<file path="src/rtl/ddr3_cmd_responder.sv">
// DDR3 device-side command responder: bank/timing tracking, SDR burst
// engine and a small backing array for reads and writes.
module ddr3_cmd_responder #(
  parameter int CL   = 5,
  parameter int CWL  = 5,
  parameter int tRCD = 3,
  parameter int tRP  = 3,
  parameter int tRFC = 10
) (
  input  logic        CLK,
  input  logic        RESET,
  input  logic        CS,
  input  logic        RAS,
  input  logic        CAS,
  input  logic        WE,
  input  logic [14:0] Addr,
  input  logic [2:0]  BA,
  input  logic        LDM,
  input  logic        UDM,
  input  logic [15:0] DQ_in,
  output logic [15:0] DQ_out,
  output logic        DQ_oe,
  output logic        LDQS,
  output logic        UDQS,
  output logic [7:0]  bank_open,
  output logic        refresh_busy,
  output logic [4:0]  err
);

  typedef enum logic [2:0] {
    C_MRS, C_REF, C_PRE, C_ACT, C_WR, C_RD, C_ZQ, C_NOP
  } cmd_e;

  typedef enum logic {B_IDLE, B_RUN} bst_e;

  localparam logic [7:0] RCD_L = 8'(tRCD - 1);
  localparam logic [7:0] RP_L  = 8'(tRP - 1);
  localparam logic [7:0] RFC_L = 8'(tRFC);
  localparam logic [7:0] RD_L  = 8'(CL - 2);
  localparam logic [7:0] WR_L  = 8'(CWL - 1);

  logic [7:0]  trcd [8];
  logic [7:0]  trp  [8];
  logic [1:0]  row  [8];
  logic [14:0] mr   [4];
  logic [7:0]  rfc;
  logic [15:0] mem  [256];

  bst_e        bst;
  logic        b_rd, b_ap, b_bc4;
  logic [2:0]  b_bank, b_col, b_idx;
  logic [1:0]  b_row;
  logic [7:0]  b_cnt;
  logic        ap_close;
  logic [2:0]  ap_bank;

  cmd_e        cmd;
  logic        beat, last, wr_en;
  logic [2:0]  col;
  logic [7:0]  maddr;
  logic        ref_blk, closing, act_ok, rw_ok;

  always_comb begin
    cmd = C_NOP;
    if (!CS) cmd = cmd_e'({RAS, CAS, WE});
  end

  assign beat    = (bst == B_RUN) && (b_cnt == 8'd0);
  assign last    = b_idx == (b_bc4 ? 3'd3 : 3'd7);
  assign col     = b_bc4 ? {b_col[2], 2'(b_col[1:0] + b_idx[1:0])}
                         : 3'(b_col + b_idx);
  assign maddr   = {b_bank, b_row, col};
  assign wr_en   = beat && !b_rd;

  // refresh window blocks commands until the counter reaches its final cycle
  assign ref_blk = rfc > 8'd1;
  assign closing = ap_close && (ap_bank == BA);
  assign act_ok  = !bank_open[BA] && (trp[BA] == 8'd0) && !closing;
  assign rw_ok   = bank_open[BA] && (trcd[BA] == 8'd0) && !closing;

  assign refresh_busy = rfc != 8'd0;
  assign LDQS = DQ_oe;
  assign UDQS = DQ_oe;

  always_ff @(posedge CLK) begin
    if (wr_en) begin
      if (!LDM) mem[maddr][7:0]  <= DQ_in[7:0];
      if (!UDM) mem[maddr][15:8] <= DQ_in[15:8];
    end
  end

  always_ff @(posedge CLK or posedge RESET) begin
    if (RESET) begin
      DQ_out    <= '0;
      DQ_oe     <= 1'b0;
      bank_open <= '0;
      err       <= '0;
      rfc       <= '0;
      bst       <= B_IDLE;
      b_rd      <= 1'b0;
      b_ap      <= 1'b0;
      b_bc4     <= 1'b0;
      b_bank    <= '0;
      b_col     <= '0;
      b_idx     <= '0;
      b_row     <= '0;
      b_cnt     <= '0;
      ap_close  <= 1'b0;
      ap_bank   <= '0;
      for (int b = 0; b < 8; b++) begin
        trcd[b] <= '0;
        trp[b]  <= '0;
        row[b]  <= '0;
      end
      for (int m = 0; m < 4; m++) mr[m] <= '0;
    end else begin
      for (int b = 0; b < 8; b++) begin
        if (trcd[b] != 8'd0) trcd[b] <= trcd[b] - 8'd1;
        if (trp[b] != 8'd0)  trp[b]  <= trp[b] - 8'd1;
      end
      if (rfc != 8'd0) rfc <= rfc - 8'd1;
      DQ_oe  <= 1'b0;
      DQ_out <= '0;

      if (ap_close) begin
        bank_open[ap_bank] <= 1'b0;
        trp[ap_bank]       <= RP_L;
        ap_close           <= 1'b0;
      end

      unique case (bst)
        B_RUN: begin
          if (b_cnt != 8'd0) begin
            b_cnt <= b_cnt - 8'd1;
          end else begin
            if (b_rd) begin
              DQ_out <= mem[maddr];
              DQ_oe  <= 1'b1;
            end
            b_idx <= b_idx + 3'd1;
            if (last) begin
              bst      <= B_IDLE;
              ap_close <= b_ap;
              ap_bank  <= b_bank;
            end
          end
        end
        default: ;
      endcase

      if (cmd != C_NOP && ref_blk) begin
        err[3] <= 1'b1;
      end else begin
        unique case (cmd)
          C_MRS: mr[BA[1:0]] <= Addr;
          C_REF: begin
            if (|bank_open) err[2] <= 1'b1;
            else            rfc    <= RFC_L;
          end
          C_PRE: begin
            for (int b = 0; b < 8; b++) begin
              if ((Addr[10] || BA == 3'(b)) && bank_open[b]) begin
                bank_open[b] <= 1'b0;
                trp[b]       <= RP_L;
              end
            end
          end
          C_ACT: begin
            if (!act_ok) begin
              err[0] <= 1'b1;
            end else begin
              bank_open[BA] <= 1'b1;
              row[BA]       <= Addr[1:0];
              trcd[BA]      <= RCD_L;
            end
          end
          C_WR, C_RD: begin
            if (!rw_ok) begin
              err[1] <= 1'b1;
            end else if (bst != B_IDLE) begin
              err[4] <= 1'b1;
            end else begin
              bst    <= B_RUN;
              b_rd   <= cmd == C_RD;
              b_ap   <= Addr[10];
              b_bc4  <= !Addr[12];
              b_bank <= BA;
              b_row  <= row[BA];
              b_col  <= Addr[2:0];
              b_idx  <= '0;
              b_cnt  <= (cmd == C_RD) ? RD_L : WR_L;
            end
          end
          default: ;
        endcase
      end
    end
  end

endmodule

</file>
<file path="config.mk">
export PLATFORM = sky130hd
export DESIGN_NAME = ddr3_cmd_responder
export DESIGN_NICKNAME = d
export VERILOG_FILES = /design/src/rtl/ddr3_cmd_responder.sv
export SDC_FILE = /design/constraint.sdc
export NUM_CORES = 2
export LEC_CHECK = 0
export CORE_ASPECT_RATIO = 1.5
export CORE_UTILIZATION = 25
export DETAILED_ROUTE_END_ITERATION = 7
export PLACE_DENSITY = 0.44
export SLEW_MARGIN = 20
export SYNTH_ARGS = -nofsm -noshare
export SYNTH_HDL_FRONTEND = slang
export SYNTH_SLANG_ARGS = --single-unit
export TNS_END_PERCENT = 10
</file>
<file path="constraint.sdc">
create_clock -name CLK -period 9.15 [get_ports CLK]
set_clock_uncertainty 0.05 [all_clocks]
set_input_delay 1.83 -clock CLK [delete_from_list [all_inputs] [get_ports CLK]]
set_output_delay 1.83 -clock CLK [all_outputs]
set_load 0.05 [all_outputs]
</file>
# Yosys cells after proc, flatten, opt, wreduce, memory -nomap -nowiden
# Memory sizes are Yosys's and may differ from the RTL's.
# Cells that the tools add are included.
[word_totals] memories=1 output_inout_bits=33 mem_bits_rw=4096 in_bits=42 ff_bits=209
[classes] addsub=21 muxes=106 order_cmp=9 reduce_logical=63 bitwise=16 n_eq_ne=15
[mem_list] name="mem" depth=256 word_bits=16 rd=1 rd_clocked_by_memory_dff=0 wr=1 line="47" text="logic [15:0] mem [256];"
[op_table] op="two-way mux 64 bit" n=6
[op_table] op="two-way mux 8 bit" n=43
[op_table] op="nonzero test 8 bit" n=18
[op_table] op="subtractor 8 x 1 -> 8 bit, second input constant" n=18
[op_table] op="bitwise AND 56 bit" n=2
[op_table] op="inverter 56 bit" n=2
[op_table] op="binary-select mux 8 bit (select 3 bit)" n=2
[op_table] op="demux 8 bit (select 3 bit)" n=2
[op_table] op="two-way mux 16 bit" n=3
[op_table] op="two-way mux 1 bit" n=30
[op_table] op="two-way mux 3 bit" n=10
[op_table] op="logical NOT 8 bit" n=3
[op_table] op="bitwise OR 8 bit" n=3
[op_table] op="logical AND 1 bit" n=20
[op_table] op="== test 3 bit, second input constant" n=6
[op_table] op="bitwise mux 16 bit" n=1
[op_table] op="one-hot mux 8 bit (2 select lines)" n=1
[op_table] op="AND reduction 3 bit" n=5
[op_table] op="== test 3 x 2 -> 1 bit, second input constant" n=4
[op_table] op="bitwise AND 8 bit" n=1
[op_table] op="greater-or-equal comparator 4 bit, second input constant" n=2
[op_table] op="> comparator 8 x 1 -> 1 bit, second input constant" n=1
[op_table] op="logical OR 1 bit" n=8
[op_table] op="less-than comparator 3 x 4 -> 1 bit, second input constant" n=2
[op_table] op="21 further kinds" n=37

# Logic depth before layout (Yosys ltp)
[depth] word_depth=11 ltp_mapped=17

# Worst setup path after synthesis
# OpenSTA, ideal clock, no wires.
[synth_path] kind="input to register" from="in BA[1]" to="reg row[12] in the netlist's numbering" t_arrival_ps=3763 cell_stages=9 setup_slack_ps=5210 required_time_ps=8972 path_cell_list="clkbuf_1 clkbuf_1 clkbuf_1 a32oi_1 o32a_1 and3b_1 buf_2 nand2_1 mux2_1"
[synth_via] elab_chain_len=8
[synth_rtl] item="from (decl)" line="17" text="input logic [2:0] BA,"
[synth_rtl] item="inverter 3 -> 4 bit (not written as such)" line="78, 173"
[synth_rtl] item="binary-select mux 8 bit (select 3 bit)" line="78" text="assign act_ok = !bank_open[BA] && (trp[BA] == 8'd0) && !closing;"
[synth_rtl] item="two-way mux 8 bit (not written as such) (2 in a row)" line="78"
[synth_rtl] item="logical NOT 8 bit" line="78"
[synth_rtl] item="logical AND 1 bit (2 in a row)" line="78"
[synth_rtl] item="AND reduction 3 bit (no source line)"
[synth_rtl] item="to (signal, indexed assignment)" line="173" text="row[BA] <= Addr[1:0];"
[synth_rtl] item="to (decl)" line="44" text="logic [1:0] row [8];"
# Parallel ways exist; a longest one is shown, timed or not. The select of a mux whose other input is x is not followed.
# A chain may end at the register's enable or synchronous reset.

# Final worst setup path
[layout_path] from="reg b_idx[0]" to="reg DQ_out[3]"
[layout_via] elab_chain_len=6
[layout_rtl] item="from (decl)" line="51" text="logic [2:0] b_bank, b_col, b_idx;"
[layout_rtl] item="from (signal assigned)" line="140" text="b_idx <= b_idx + 3'd1;"
[layout_rtl] item="adder 3 bit / adder 2 bit (equally long branches)" line="71, 70"
[layout_rtl] item="two-way mux 3 bit (*)" line="70" text="assign col = b_bc4 ? {b_col[2], 2'(b_col[1:0] + b_idx[1:0])}"
[layout_rtl] item="memory read (256 x 16 bit) (*)"
[layout_rtl] item="two-way mux 16 bit (*)" line="136" text="if (b_rd) begin"
[layout_rtl] item="two-way mux 16 bit (*)" line="133" text="if (b_cnt != 8'd0) begin"
[layout_rtl] item="two-way mux 16 bit (*)" line="131" text="unique case (bst)"
[layout_rtl] item="to (signal assigned)" line="137" text="DQ_out <= mem[maddr];"
[layout_rtl] item="to (decl)" line="21" text="output logic [15:0] DQ_out,"
# Mark *: on every way between the ends. The rest lies on a longest branch, timed or not.

==> results.json <==
{
  "outcome": "completed",
  "ys_seq_elements": 4305,
  "ioPinCount": 75,
  "die_h_mm": 1.01,
  "grtUsageTotal": 0.150,
  "cts_num_sinks": 4305,
  "clockBufferDepth": 4,
  "reg2reg_from": "b_idx[0]$_DFF_PP0_",
  "hpwl_mm": 324,
  "cts_tree": "done",
  "place.gp.congestion": 0.788,
  "worst_setup_path_end_kind": "flop",
  "rsz0062_at_grt": "false",
  "switching_share": 0.234,
  "antenna_left": 0,
  "start_util": 0.251,
  "min_to": "err[0]$_DFFE_PP0P_",
  "async_flop_share": 0.0485,
  "post-synth-top-area-fraction": 0.728,
  "cts_hold_buf": 0,
  "drtIter0Drc": 7498,
  "leakage_nw": 60.5,
  "avgSynthCellArea_um2": 19.8,
  "reg2reg_depth": 13,
  "setup_viol": 0,
  "worstPathRequired_ns": 9.93,
  "ys.flop_type": "edfxtp_1",
  "holdPathStages": 1,
  "cts_setup_buffers": 0,
  "p_switching_mw": 9.87,
  "syn_area_um2": 169000,
  "internal_power_mw": 32.3,
  "cp-start-kind": "flop",
  "tightest_slew_ns": 1.41,
  "ctsResizeCount": 0,
  "grt_max_degree": 173,
  "fin_crit_ns": 5.81,
  "num_rows": 369,
  "worst_ep_arrival_time_ns": 6.59,
  "hold_class": "reg -> reg",
  "synth_area_leader_cell": "edfxtp_1",
  "synthTopCellsByArea": "edfxtp_1 73%, mux4_2 14%, dfrtp_1 3.1%, nand2_1 1.6%, nor2_1 1.6%",
  "p_seq_frac": 0.527,
  "netlist_instances": 8528,
  "ff2ff_setup_slack_ns": 3.34,
  "power_frac_clock": 0.408,
  "peakVddDrop_mv": 0.153,
  "io_buffers": 64,
  "synth_common_cells": "4096 x edfxtp_1, 1080 x mux4_2, 739 x nand2_1",
  "fin_tns_setup_ns": 0,
  "synth_cell_types": 84,
  "syn-num-nets": 8608,
  "power_density_nw_per_um2": 217,
  "cts.reportedPaths.clkPinSlew_ns": 0.06,
  "combPwrFrac": 0.065,
  "wl_per_cell_um": 29.0,
  "ys_warn_count": 0,
  "setup_slack_ns": 3.34,
  "die-area_um2": 680000,
  "die_x_um": 673,
  "drc": 0,
  "num_vias": 83500,
  "clock_latency_ns": 1.00,
  "drt_pass1_iterations": 7,
  "worst-path-max-fanout": 92,
  "seq_area_frac_synth": 0.758,
  "maxCapViolCount": 0,
  "post_drt_via_cell_ratio": 4.64,
  "pre_cts_ws_ns": 3.26,
  "grt_pass1_wl_mm": 726,
  "hold_viol": 0,
  "grt_pass1_vias": 89500,
  "coreArea_um2": 673000,
  "cts_max_level": 5,
  "timing.final.crit_share": 0.635,
  "drive_gt1_frac": 0.218,
  "layout.nets": 8799,
  "cts_root_buf": "clkbuf_16",
  "area_delta_synth_final_pct": 14.8,
  "maxSlewViolCount": 0,
  "cts_buffers": 405,
  "path_class": "reg -> reg",
  "holdCritStartpoint": "err[0]$_DFFE_PP0P_",
  "yosys.cell_count.top_type": "edfxtp_1",
  "grt.overflow.total": 0,
  "r2r-end": "DQ_out[3]$_DFF_PP0_",
  "synth_enable_flop_cells": 4096,
  "max_freq_mhz": 172,
  "routed_wl_mm": 521,
  "antenna_found_initial": 29,
  "maxSlewHeadroom": 0.0578
}
[cells by family (layout without fill, tap and decap cells)]
kind of cell	after synthesis	in the layout	share of synthesized area
DFF	4305	4305	0.758
and+or+nand+nor	2024	2024	0.0519
muxes	1200	1200	0.152
buffers and inverters	551	1086	0.0163
AOI/OAI and AO/OA	283	283	0.0122
xor gates and xnor gates	127	127	0.00658
adders and majority gates	38	38	0.00286
other	0	23	0
[registers in the layout, indices dropped and copies added, names as in the netlist, 3 cells and up]
signal and flops:
DQ_out 16, rfc 8, b_cnt 8, bank_open 8, b_idx 3, b_col 3, ap_bank 3, trp 64
trcd 64, mem 4096, err 5, row 16, b_bank 3
[cells in the final DEF (no fill, tap or decap), types with 30 or more instances in the layout]
| cell type | netlist | routed |
|---|---|---|
| clkbuf_16 | 0 | 407 |
| xnor2_1 | 93 | 93 |
| clkbuf_1 | 218 | 62 |
| and3_1 | 43 | 43 |
| nor4_1 | 36 | 36 |
| clkinv_1 | 0 | 89 |
| mux4_2 | 1080 | 1080 |
| nand2_1 | 739 | 732 |
| nor2_1 | 724 | 714 |
| dfrtp_1 | 209 | 205 |
| o21ai_0 | 38 | 38 |
| xor2_1 | 34 | 34 |
| clkinv_2 | 0 | 85 |
| bufinv_16 | 0 | 39 |
| a32oi_1 | 37 | 37 |
| clkdlybuf4s50_1 | 0 | 48 |
| mux2i_1 | 96 | 94 |
| buf_12 | 3 | 30 |
| nor3_1 | 53 | 52 |
| ha_1 | 37 | 36 |
| inv_1 | 67 | 65 |
| a31oi_1 | 52 | 51 |
| buf_4 | 102 | 170 |
| nand4_1 | 70 | 70 |
| edfxtp_1 | 4096 | 4096 |
| nand3_1 | 233 | 225 |
[power groups by stage]
stage               clock network (mW)  logic [mW]  registers, mW
finish                            17.2        2.75           22.2
global route                      18.2        3.00           22.3
CTS                               17.6        2.81           22.2
detailed placement                   0        2.80           22.6
global placement                     0        2.75           22.6
floorplan                            0        1.67           22.6
[area by class of cell]
| cell class | count | area, µm² |
|---|---|---|
| flip-flops and latches | 4305 | 128000 |
| diodes | 23 | 57.6 |
| multi-input cells | 3672 | 38400 |
| clock inverters | 275 | 2850 |
| inverters | 67 | 259 |
| clock buffers | 476 | 10500 |
| well taps | 8904 | 11100 |
| fillers | 66200 | 479000 |
| repair buffers | 268 | 2660 |
[worst max path at each step]
stage / startpoint / depth (start not counted) / to / slack, ns
floorplan: RESET / 1 / DQ_oe$_DFF_PP0_ / 1.56
global placement: b_idx[0]$_DFF_PP0_ / 9 / mem[173][14]$_DFFE_PP_ / 3.26
detailed placement: b_idx[0]$_DFF_PP0_ / 9 / mem[221][15]$_DFFE_PP_ / 3.26
CTS: b_idx[0]$_DFF_PP0_ / 9 / mem[173][15]$_DFFE_PP_ / 3.23
global route: b_idx[0]$_DFF_PP0_ / 9 / mem[173][15]$_DFFE_PP_ / 3.19
finish: b_idx[0]$_DFF_PP0_ / 13 / DQ_out[3]$_DFF_PP0_ / 3.34
[metrics by stage]
stage	util	power (mW)	cell area, µm²	hold slack [ns]	instances
detailed placement	0.268	25.4	181000	0.417	17200
finish	0.288	42.2	194000	0.422	18000
floorplan	-	24.3	169000	0.380	8528
global placement	0.268	25.4	181000	0.396	17200
CTS	0.288	42.6	194000	0.428	18000
global route	0.288	43.5	194000	0.447	18000
[critical path, stage by stage, from the launching register on]
cell,delay (ns)
dfrtp_1,0.43
ha_4,0.15
inv_1,0.04
fa_4,0.42
xor2_1,0.19
or3_2,0.73
nand2_8,0.52
buf_12,0.52
buf_12,0.48
mux2i_1,0.24
a32oi_1,0.31
a31oi_1,0.40
or4_1,0.52
nor4_1,0.32
[per-layer routing]
layer	vias to the layer above	GRT usage	wire length [µm]
li1	34800	-	-
met1	45900	0.178	199000
met2	2208	0.279	280000
met3	627	0.0174	23100
met4	4	0.0501	19100
met5	-	0	27
(Power assumes the default switching activity.)
